<file path="config.mk">
export PLATFORM = sky130hd
export DESIGN_NAME = commit_trace_buffer
export DESIGN_NICKNAME = d
export VERILOG_FILES = /design/src/rtl/commit_trace_buffer.sv
export SDC_FILE = /design/constraint.sdc
export NUM_CORES = 1
export LEC_CHECK = 0
export CORE_MARGIN = 5
export CORE_UTILIZATION = 58
export CTS_CLUSTER_SIZE = 30
export DETAILED_ROUTE_END_ITERATION = 7
export HOLD_SLACK_MARGIN = 0.06
export PLACE_DENSITY = 0.79
export RECOVER_POWER = 100
export SETUP_SLACK_MARGIN = 0.1
export SLEW_MARGIN = 0
export SYNTH_ARGS = -nofsm -noshare
export SYNTH_HDL_FRONTEND = slang
export SYNTH_SLANG_ARGS = --single-unit
</file>
<file path="constraint.sdc">
create_clock -name clk -period 15.9 [get_ports clk]
set_clock_uncertainty 0.15 [all_clocks]
set_input_delay 2.385 -clock clk [delete_from_list [all_inputs] [get_ports clk]]
set_output_delay 2.385 -clock clk [all_outputs]
set_load 0.1 [all_outputs]
</file>
<file path="src/rtl/commit_trace_buffer.sv">
// rtl/commit_trace_buffer.sv - per-cycle commit trace recorder with circular buffer and stream readout
//
// Records {ts, pc, instr, alu_result, reg_write, branch} on each enabled commit
// into a DEPTH-entry circular buffer. Capture modes are continuous wrap, one-shot
// fill, and pc-triggered post-capture. Frozen contents drain oldest-first.
//
// Ports:
//   clk, rst_n             clock, asynchronous active-low reset
//   en                     commit strobe, sample this cycle
//   pc, instr, alu_result  committed instruction fields
//   reg_write, branch      committed control bits
//   mode                   00 continuous, 01 one-shot, 10 trigger, 11 as 01 (sampled at arm)
//   trig_pc, post_cnt      trigger address and entries kept after the trigger entry
//   arm, stop              clear-and-start pulse, freeze pulse
//   rd_valid/rd_ready      readout handshake, rd_data is the oldest held entry
//   state, count, overflow capture state, entries held, oldest entry lost since arm
module commit_trace_buffer #(
    parameter int XLEN  = 32,
    parameter int DEPTH = 8,
    parameter int TS_W  = 16,
    localparam int AW   = $clog2(DEPTH),
    localparam int DW   = TS_W + 2 * XLEN + 34
) (
    input  logic            clk,
    input  logic            rst_n,
    input  logic            en,
    input  logic [XLEN-1:0] pc,
    input  logic [31:0]     instr,
    input  logic [XLEN-1:0] alu_result,
    input  logic            reg_write,
    input  logic            branch,
    input  logic [1:0]      mode,
    input  logic [XLEN-1:0] trig_pc,
    input  logic [AW:0]     post_cnt,
    input  logic            arm,
    input  logic            stop,
    output logic            rd_valid,
    input  logic            rd_ready,
    output logic [DW-1:0]   rd_data,
    output logic [1:0]      state,
    output logic [AW:0]     count,
    output logic            overflow
);

    localparam logic [1:0] S_IDLE    = 2'b00;
    localparam logic [1:0] S_CAPTURE = 2'b01;
    localparam logic [1:0] S_POST    = 2'b10;
    localparam logic [1:0] S_DONE    = 2'b11;

    localparam logic [1:0] M_CONT    = 2'b00;
    localparam logic [1:0] M_ONESHOT = 2'b01;
    localparam logic [1:0] M_TRIG    = 2'b10;

    localparam logic [AW:0]   CNT_FULL = (AW + 1)'(DEPTH);
    localparam logic [AW-1:0] POST_MAX = AW'(DEPTH - 1);

    logic [1:0]      state_q, state_d;
    logic [AW:0]     count_q, count_d;
    logic [AW-1:0]   wr_ptr_q, wr_ptr_d;
    logic            overflow_q, overflow_d;
    logic [TS_W-1:0] ts_q, ts_d;
    logic [AW-1:0]   post_q, post_d;
    logic [1:0]      mode_q, mode_d;

    logic [DW-1:0]   mem_q [DEPTH];

    logic            capturing;
    logic            wr_en;
    logic            rd_fire;
    logic [AW-1:0]   rd_ptr;
    logic [AW-1:0]   post_load;
    logic [DW-1:0]   wr_entry;

    assign capturing = (state_q == S_CAPTURE) || (state_q == S_POST);
    assign wr_entry  = {ts_q, pc, instr, alu_result, reg_write, branch};
    assign post_load = (post_cnt > (AW + 1)'(DEPTH - 1)) ? POST_MAX : post_cnt[AW-1:0];

    // With count == DEPTH the low AW bits are zero, so the oldest entry sits at wr_ptr.
    assign rd_ptr   = wr_ptr_q - count_q[AW-1:0];
    assign rd_valid = (state_q == S_DONE) && (count_q != '0);
    assign rd_fire  = rd_valid && rd_ready;
    assign rd_data  = rd_valid ? mem_q[rd_ptr] : '0;

    assign state    = state_q;
    assign count    = count_q;
    assign overflow = overflow_q;

    always_comb begin
        state_d    = state_q;
        count_d    = count_q;
        wr_ptr_d   = wr_ptr_q;
        overflow_d = overflow_q;
        ts_d       = ts_q + 1'b1;
        post_d     = post_q;
        mode_d     = mode_q;
        wr_en      = 1'b0;

        if (arm) begin
            state_d    = S_CAPTURE;
            count_d    = '0;
            wr_ptr_d   = '0;
            overflow_d = 1'b0;
            ts_d       = '0;
            post_d     = '0;
            mode_d     = (mode == 2'b11) ? M_ONESHOT : mode;
        end else if (stop && capturing) begin
            state_d = S_DONE;
        end else if (capturing && en) begin
            wr_en    = 1'b1;
            wr_ptr_d = wr_ptr_q + 1'b1;
            // A full buffer overwrites its oldest entry; only wrapping modes get here.
            if (count_q == CNT_FULL) begin
                overflow_d = 1'b1;
            end else begin
                count_d = count_q + 1'b1;
            end
            if (state_q == S_POST) begin
                // post_q is never zero in POST: a zero load goes straight to DONE.
                post_d = post_q - 1'b1;
                if (post_q == AW'(1)) begin
                    state_d = S_DONE;
                end
            end else if (mode_q == M_ONESHOT) begin
                if (count_q == CNT_FULL - 1'b1) begin
                    state_d = S_DONE;
                end
            end else if (mode_q == M_TRIG && pc == trig_pc) begin
                post_d  = post_load;
                state_d = (post_load == '0) ? S_DONE : S_POST;
            end
        end else if (rd_fire) begin
            count_d = count_q - 1'b1;
        end
    end

    always_ff @(posedge clk or negedge rst_n) begin
        if (!rst_n) begin
            state_q    <= S_IDLE;
            count_q    <= '0;
            wr_ptr_q   <= '0;
            overflow_q <= 1'b0;
            ts_q       <= '0;
            post_q     <= '0;
            mode_q     <= M_CONT;
        end else begin
            state_q    <= state_d;
            count_q    <= count_d;
            wr_ptr_q   <= wr_ptr_d;
            overflow_q <= overflow_d;
            ts_q       <= ts_d;
            post_q     <= post_d;
            mode_q     <= mode_d;
        end
    end

    always_ff @(posedge clk) begin
        if (wr_en) begin
            mem_q[wr_ptr_q] <= wr_entry;
        end
    end

endmodule
</file>
== After elaboration in Yosys (flattened, before gate mapping) ==
Memories as Yosys holds them, arrays and structs flattened.
Index checks and enable logic that the tools add are counted.

* Add/subtract/negate cells: 6
* Multiply operators: 0
* Div/mod/pow operators: 0
* $lt $le $gt $ge: 1
* Eq/ne operators: 15
* Shift operators: 0
* Multiplexer cells: 36
* Bitwise gates (word level): 0
* Reduce and logical (&&, ||, !) cells: 19

{| class="wikitable"
|+ Operator list
! cell !! number
|-
| $mux 114 || 1
|-
| $eq 32x32->1 || 1
|-
| $mux 3 || 10
|-
| $mux 4 || 5
|-
| $mux 2 || 9
|-
| $add 16x1->16 const B || 1
|-
| $mux 16 || 1
|-
| $mux 1 || 10
|-
| $reduce_bool 3->1 || 3
|-
| $eq 2x2->1 const B || 4
|-
| $reduce_and 4->1 || 2
|-
| $ne 3x3->1 const B || 2
|-
| $reduce_and 3->1 || 2
|-
| $logic_and 1x1->1 || 5
|-
| $ne 5x4->1 const B || 1
|-
| $reduce_bool 5->1 || 1
|-
| $add 4x1->4 const B || 1
|-
| $eq 2x1->1 const B || 2
|-
| $eq 4x3->1 const B || 1
|-
| $eq 4x4->1 const B || 1
|-
| $gt 4x3->1 const B || 1
|-
| $ne 4x2->1 const B || 1
|-
| $reduce_bool 2->1 || 2
|-
| $reduce_bool 4->1 || 1
|-
| other kinds (9) || 9
|}

* Register bits: 31
* Bits in latches: 0
* Memory bits (writable): 912
* ROM bits: 0
* Input bits: 142
* Word-level logic and storage cells: 85
* Memories: 1

{| class="wikitable"
|+ Memories
! name !! depth !! width !! read ports !! clocked after memory_dff !! wr ports !! RTL line !! RTL
|-
| mem_q || 8 || 114 || 1 || 0 || 1 || 65 || <nowiki>logic [DW-1:0] mem_q [DEPTH];</nowiki>
|}

== Longest topological paths before layout ==
Gate-level depths: netlist of run 1.

* Word-level depth: 10
* Depth in mapped cells: 10
* Mapped depth without buffers: 10

== Least setup slack after synthesis of run 1 ==
No wires, ideal clock.

* Path kind: input-to-reg
* From: input en
* To: memory mem_q[1][0] (netlist bit) (enable)
* Library setup time: 726 ps
* Arrival time: 10,666 ps
* Data required time: 15,024 ps
* Setup slack: 4,357 ps
* Stages on the path: 6
* Path buffers: 0
* Path through: nand2b_1 > inv_1 > nand2b_1 > nor2_1 > nand2_1 > nor3_1

* Cells in the longest elaborated chain, start to end: 6

{| class="wikitable"
|+ RTL lines
! what !! RTL line !! RTL
|-
| start, declared || 26 || <nowiki>input logic en,</nowiki>
|-
| $logic_and 1x1->1 || 108 || <nowiki>end else if (capturing && en) begin</nowiki>
|-
| $mux 1 || 108 ||
|-
| $mux 1 || 106 || <nowiki>end else if (stop && capturing) begin</nowiki>
|-
| $mux 1 || 98 || <nowiki>if (arm) begin</nowiki>
|-
| $mux 1 || 157 || <nowiki>if (wr_en) begin</nowiki>
|-
| $mux 1 (implied by the code) || 158 || <nowiki>mem_q[wr_ptr_q] <= wr_entry;</nowiki>
|-
| end, declared || 65 ||
|}

No other way between the ends.

== Final worst setup path of run 1 ==
* From: register count_q[0] (netlist: count[0])
* To: output rd_data[66]

* Cells in the longest elaborated chain, start to end: 3
* Elaborated cells between the ends (all ways): 5

{| class="wikitable"
|+ RTL lines
! what !! RTL line !! RTL
|-
| start, declared || 58 || <nowiki>logic [AW:0] count_q, count_d;</nowiki>
|-
| start signal, assigned || 147 || <nowiki>count_q <= count_d;</nowiki>
|-
| $sub 3x3->3 / $reduce_bool 4->1 (equally long branches) || 79, 80 ||
|-
| $mem_v2 8x114 / $logic_and 1x1->1 (equally long branches) || - ||
|-
| $mux 114 * || 82 || <nowiki>assign rd_data = rd_valid ? mem_q[rd_ptr] : '0;</nowiki>
|-
| end, declared || 39 || <nowiki>output logic [DW-1:0] rd_data,</nowiki>
|}

Mark *: on every way between the ends. The rest lies on a longest branch, timed or not.

==> metrics.cfg, run 1 <==
[clock_tree]
htreeDepth=3
cts.hold.buffers_added=0
clock_latency_ns=0.65
cts_setup_buffers=0
cts_made_buffers=94
clock_path_buffers=3
cts_tree=built
cts_sinks=943
path_clk_slew_ns=0.06
ctsRootBufferMaster=clkbuf_16
cts_resized=0

[route]
drt-pass1-iter-count=8
wl_per_cell_um=26.9
num_vias=18600
vias_per_cell=6.12
drtAntennaViolNets=0
drc_errors=0
routed_wl_mm=81.9
drtIter0Drc=1752

[worst_setup_path]
crit_type=reg2out
r2r_setup_slack_ns=9.03
cpPeakStageDelay_ns=2.35
cp_slowest_cell=xor2_1
crit_required_ns=13.37
startpoint_type=register
ff2ff_path_depth=9
endpoint_kind=output pin
worst_ep_arrival_time_ns=8.97
path_max_fanout=46
crit_chain=ha_4 -> inv_1 -> fa_4 -> xor2_1 -> clkbuf_1 -> buf_4 -> nand2_1 -> a21oi_1 -> dlygate4sd3_1

[cells_and_area]
final_nets=2258
fill_cells=3841
syn_to_final_growth_pct=18.3
drive_gt1_share_pct=18.1

[sta]
min_period_ns=11.51
finalSetupViolCount=0
setup_ws_ns=4.39
fin_crit_sh_pct=72.4
maxSlewViolCount=1217
slew_headroom_pct=-221
rsz0062_at_grt=false
max_freq_mhz=86.9
tns_ns=0
worstMarginPinSlew_ns=4.82
hold_viol=0

[logic_synthesis]
synth.avg_cell_area_um2=20.2
synth.yosys.seq_area_share_pct=77.2
synth_top_area_share_pct=75.0
synthArstFlopShare_pct=3.29
ys_warn_count=0
ys_seq_elements=943
synth.largest_area_cell=edfxtp_1
synth_flop_cell=edfxtp_1
synth_fp_nets=1960
synthesis.area_mm2=0.0365
yosysMostFrequentCell=edfxtp_1
synthTopCellsByArea=edfxtp_1 75%, mux4_2 14%, nand2_1 2.5%
synth_commonest_cells=912 x edfxtp_1, 242 x nand2_1, 228 x mux4_2
synth_edf_count=912
ys_types=43
netlist_instances=1807

[placed_design]
dp_slack_ns=7.74
dp_hpwl_mm=43.8
gp_congestion=0.768
portBuffers=263

[power_and_ir_drop]
peakVddDrop_mv=0.122
p_leak_uw=0.0142
total_power_uw=6360
power_density_mw_per_mm2=147

[worst_hold_path]
hold_class=reg2reg
hold_path_depth=1

[run]
maxCapViolCount=25

[global_route]
antenna_found_initial=18
grt_pass1_wl_mm=122
overflow=0
gr-usage-all-layers_pct=24.2
grt_pass1_vias=19400
grt_max_degree=78

[floorplanning]
die_h_um=261
die_w_um=261
rows=92
core-area_mm2=0.0627
dieArea_mm2=0.0680
start_util_pct=58.2
ios=264

[status]
violations=max-capacitance violations, max-slew violations
outcome=complete, but fails checks

## cells in the final DEF, fill, tap and decap left out, drive strengths merged, types with 13 or more instances in the layout
cell type      count
inv               16
nand2            242
xnor2             40
nor2              32
dfrtp             31
a21oi            128
clkbuf           138
clkinv            38
mux4             228
clkdlybuf4s50     47
edfxtp           912
xor2              13
dlygate4sd3      216
## power by group
part           total (µW)  internal [µW]  leakage (µW)  switching (µW)
logic                1390            493       0.00401             898
registers            2750           2740       0.00866            10.8
clock network        2220           1300       0.00152             917
total                6360           4530        0.0142            1830
## critical path, delay by kind of cell, from the launching register on
kind                     cells  cell delay [ns]
XOR/XNOR                     1             2.35
adder cells (fa/ha/maj)      2             0.67
AND/OR/NAND/NOR              1             0.10
flip-flops                   1             0.57
buffers and inverters        4             4.16
AO/OA/AOI/OAI                1             0.43
## layout make-up
cell class | instances | area (µm²) | area share (%)
clock buffers | 116 | 2570 | 5.95
inverters | 11 | 41.3 | 0.0957
well taps | 846 | 1060 | 2.45
multi-input cells | 759 | 7920 | 18.4
diodes | 10 | 25.0 | 0.0580
flip-flops and latches | 943 | 28200 | 65.3
repair buffers | 296 | 2800 | 6.48
clock inverters | 61 | 583 | 1.35
## logic make-up after synthesis
family                   Yosys count  synth area share [%]
AO/OA/AOI/OAI                    143                  2.10
XOR/XNOR                          53                  1.31
adder cells (fa/ha/maj)           11                 0.418
buffers and inverters            105                  1.24
flip-flops                       943                  77.2
multiplexers                     231                  14.2
AND/OR/NAND/NOR                  321                  3.60
## registers in the layout (all words and copies together) (netlist names)
name and cells:
mem_q 912, post_q 3, ts_q 16, state 2, wr_ptr_q 3, count 4
overflow 1, mode_q 2
## path summary, 6_finish.rpt
check / start / end
worst min-delay path: mode_q[0] / mode_q[0]
worst max-delay path: count[0] / rd_data[66]
max in group asynchronous: rst_n / wr_ptr_q[0]
worst min register to register: mode_q[0] / mode_q[0]
worst max register to register: state[0] / mem_q[6][33]
min in group asynchronous: rst_n / ts_q[4]
## metal layers
layer	wire, µm	track usage [%]	share of wire (%)
met2	40800	39.3	50
met5	49	0	0.060
met3	8310	6.22	10
met4	1880	6.93	2.3
met1	30800	33.4	38
## through the flow
step | hold WS, ns | instance area (µm²) | utilization (%) | std cells
global route | 0.401 | 43100 | 68.8 | 3034
floorplan | 0.346 | 36500 | - | 1807
finish | 0.386 | 43200 | 68.8 | 3042
CTS | 0.391 | 43300 | 69.0 | 3032
global placement | 0.355 | 40100 | 64.0 | 2855
detailed placement | 0.376 | 40100 | 64.0 | 2855
No activity file was read; power rests on OpenSTA's default activity.
==> inputs of run 2 (changes only) <==
--- a/config.mk
+++ b/config.mk
@@ -6,11 +6,11 @@
 export NUM_CORES = 1
 export LEC_CHECK = 0
 export CORE_MARGIN = 5
-export CORE_UTILIZATION = 58
+export CORE_UTILIZATION = 53
 export CTS_CLUSTER_SIZE = 30
 export DETAILED_ROUTE_END_ITERATION = 7
 export HOLD_SLACK_MARGIN = 0.06
-export PLACE_DENSITY = 0.79
+export PLACE_DENSITY = 0.76
 export RECOVER_POWER = 100
 export SETUP_SLACK_MARGIN = 0.1
 export SLEW_MARGIN = 0
==> constraint.sdc (replaced) <==
create_clock -name clk -period 9.5 [get_ports clk]
set_clock_uncertainty 0.15 [all_clocks]
set_input_delay 1.425 -clock clk [delete_from_list [all_inputs] [get_ports clk]]
set_output_delay 1.425 -clock clk [all_outputs]
set_load 0.1 [all_outputs]
==> metrics.cfg, run 2 (synthesis gave the netlist of run 1 again) <==
[global_route]
overflow=0  ; unchanged
grt_pass1_wl_mm=122  ; -0.11%
gr-usage-all-layers_pct=22.0  ; -2.3 points
grt_pass1_vias=19600  ; +0.64%
antenna_found_initial=21  ; +3
grt_max_degree=101  ; +29%

[clock_tree]
cts.hold.buffers_added=0  ; unchanged
clock_latency_ns=0.63  ; -0.02 ns
cts_setup_buffers=0  ; unchanged
htreeDepth=3  ; unchanged
clock_path_buffers=3  ; unchanged
ctsRootBufferMaster=clkbuf_16
cts_made_buffers=92  ; -2.1%
cts_tree=built
path_clk_slew_ns=0.06  ; about the same
cts_sinks=943  ; unchanged
cts_resized=0  ; unchanged

[placed_design]
dp_hpwl_mm=44.5  ; +1.7%
portBuffers=263  ; unchanged
gp_congestion=0.733  ; -4.5%
dp_slack_ns=3.20  ; -4.54 ns

[worst_setup_path]
endpoint_kind=register
crit_required_ns=9.53  ; -3.84 ns
worst_ep_arrival_time_ns=7.80  ; -1.17 ns
cp_slowest_cell=nor2_1
crit_start=arm
crit_chain=dlygate4sd3_1 -> clkbuf_1 -> nor2_1 -> nand2_1 -> nor2_1 -> clkbuf_1
cpPeakStageDelay_ns=2.20  ; -0.15 ns
path_buf_inv=3  ; -1
rr_startpoint=state[0]
cpLargestDelayFamily=buffers and inverters
ff2ff_path_depth=9  ; unchanged
crit_type=in2reg
startpoint_type=primary input
path_max_fanout=39  ; -15%
crit_cells=6  ; -3

[route]
drtIter0Drc=1612  ; -8.0%
num_vias=18300  ; -1.5%
drc_errors=0  ; unchanged
drt-pass1-iter-count=5  ; -3
drtAntennaViolNets=0  ; unchanged
wl_per_cell_um=26.5  ; -1.5%
routed_wl_mm=81.4  ; -0.66%
vias_per_cell=5.97  ; -2.4%

[floorplanning]
die_h_um=272  ; +4.4%
ios=264  ; unchanged
die_w_um=272  ; +4.4%
dieArea_mm2=0.0742  ; +9.1%
start_util_pct=53.3  ; -4.9 points
core-area_mm2=0.0685  ; +9.1%
rows=96  ; +4.3%

[cells_and_area]
final_cell_mix=912 x edfxtp_1, 242 x nand2_1, 228 x mux4_2, 220 x dlygate4sd3_1, 128 x a21oi_1
final_nets=2258  ; unchanged
layout_commonest_cell=edfxtp_1
top_register=mem_q
largest_register_ffs=912  ; unchanged
drive_gt1_share_pct=17.5  ; -0.62 points
syn_to_final_growth_pct=17.9

[worst_hold_path]
hold_class=reg2reg
min_from=overflow
hold_path_depth=2  ; +1

[sta]
tns_ns=0  ; unchanged
worstMarginPinSlew_ns=4.55  ; -0.266 ns
fin_crit_sh_pct=81.8
hold_viol=0  ; unchanged
maxSlewViolCount=1060  ; -13%
max_freq_mhz=129
setup_ws_ns=1.73  ; -2.66 ns
finalSetupViolCount=0  ; unchanged
rsz0062_at_grt=false
min_period_ns=7.77
slew_headroom_pct=-204  ; +18 points

[power_and_ir_drop]
p_leak_uw=0.0141  ; -0.36%
power_density_mw_per_mm2=241  ; +63%
peakVddDrop_mv=0.169  ; +39%

[status]
violations=max-capacitance violations, max-slew violations
outcome=complete, but fails checks

[run]
maxCapViolCount=25  ; unchanged

[run 2: cell count changes in the layout (fill, tap and decap cells not counted), moves of 4 or more]
cell / delta
clkbuf_16: -6
clkbuf_2: +4
clkdlybuf4s50_1: -4
clkinv_1: +5
clkinv_4: -4
clkinvlp_4: -9
dlygate4sd3_1: +4
[run 2: worst min-delay path, cell delays in order (launching register included)]
cell     delay [ns]
dfrtp_1        0.35
a21oi_1        0.05
nor2_1         0.09
[run 2: metrics by stage]
step                      util (%)  power, µW  instances  instance area (µm²)  hold WS (ns)
after floorplan                  -       6380       1807                36500         0.346
after global placement        58.8       6970       2893                40200         0.345
after detailed placement      58.8       7000       2893                40200         0.353
after CTS                     63.0      10500       3060                43100         0.383
after global routing          62.8      10700       3065                43000         0.414
final                         62.8      10300       3069                43000         0.378
[run 2: path summary, 6_finish.rpt]
path                                       to  slack (ns)
worst max-delay path            mem_q[3][109]        1.73
worst min-delay path                 overflow        0.38
worst max register to register  mem_q[3][109]        2.56
worst min register to register       overflow        0.38
max in group asynchronous             ts_q[8]        6.26
min in group asynchronous           mode_q[1]        1.76
[run 2: layer usage]
metal / share of wire, % / vias up / track usage (%)
li1: - / 7874 / -
met1: 38 / 9586 / 28.4
met2: 51 / 705 / 37.3
met3: 7.4 / 154 / 5.52
met4: 3.0 / 12 / 6.83
met5: 0.085 / - / 0
[run 2: power breakdown]
part           internal [µW]  switching (µW)  leakage (µW)
Combinational            758            1500       0.00406
Clock                   2000            1490       0.00143
Sequential              4580            16.9       0.00866
Total                   7340            3010        0.0141
[run 2: layout make-up]
class	count	area [µm²]
Timing Repair Buffer	298	2860
Clock buffer	112	2400
Sequential cell	943	28200
Inverter	11	41.3
Fill cell	4633	25500
Multi-Input combinational cell	759	7920
Clock inverter	55	502
Tap cell	882	1100
Antenna cell	9	22.5
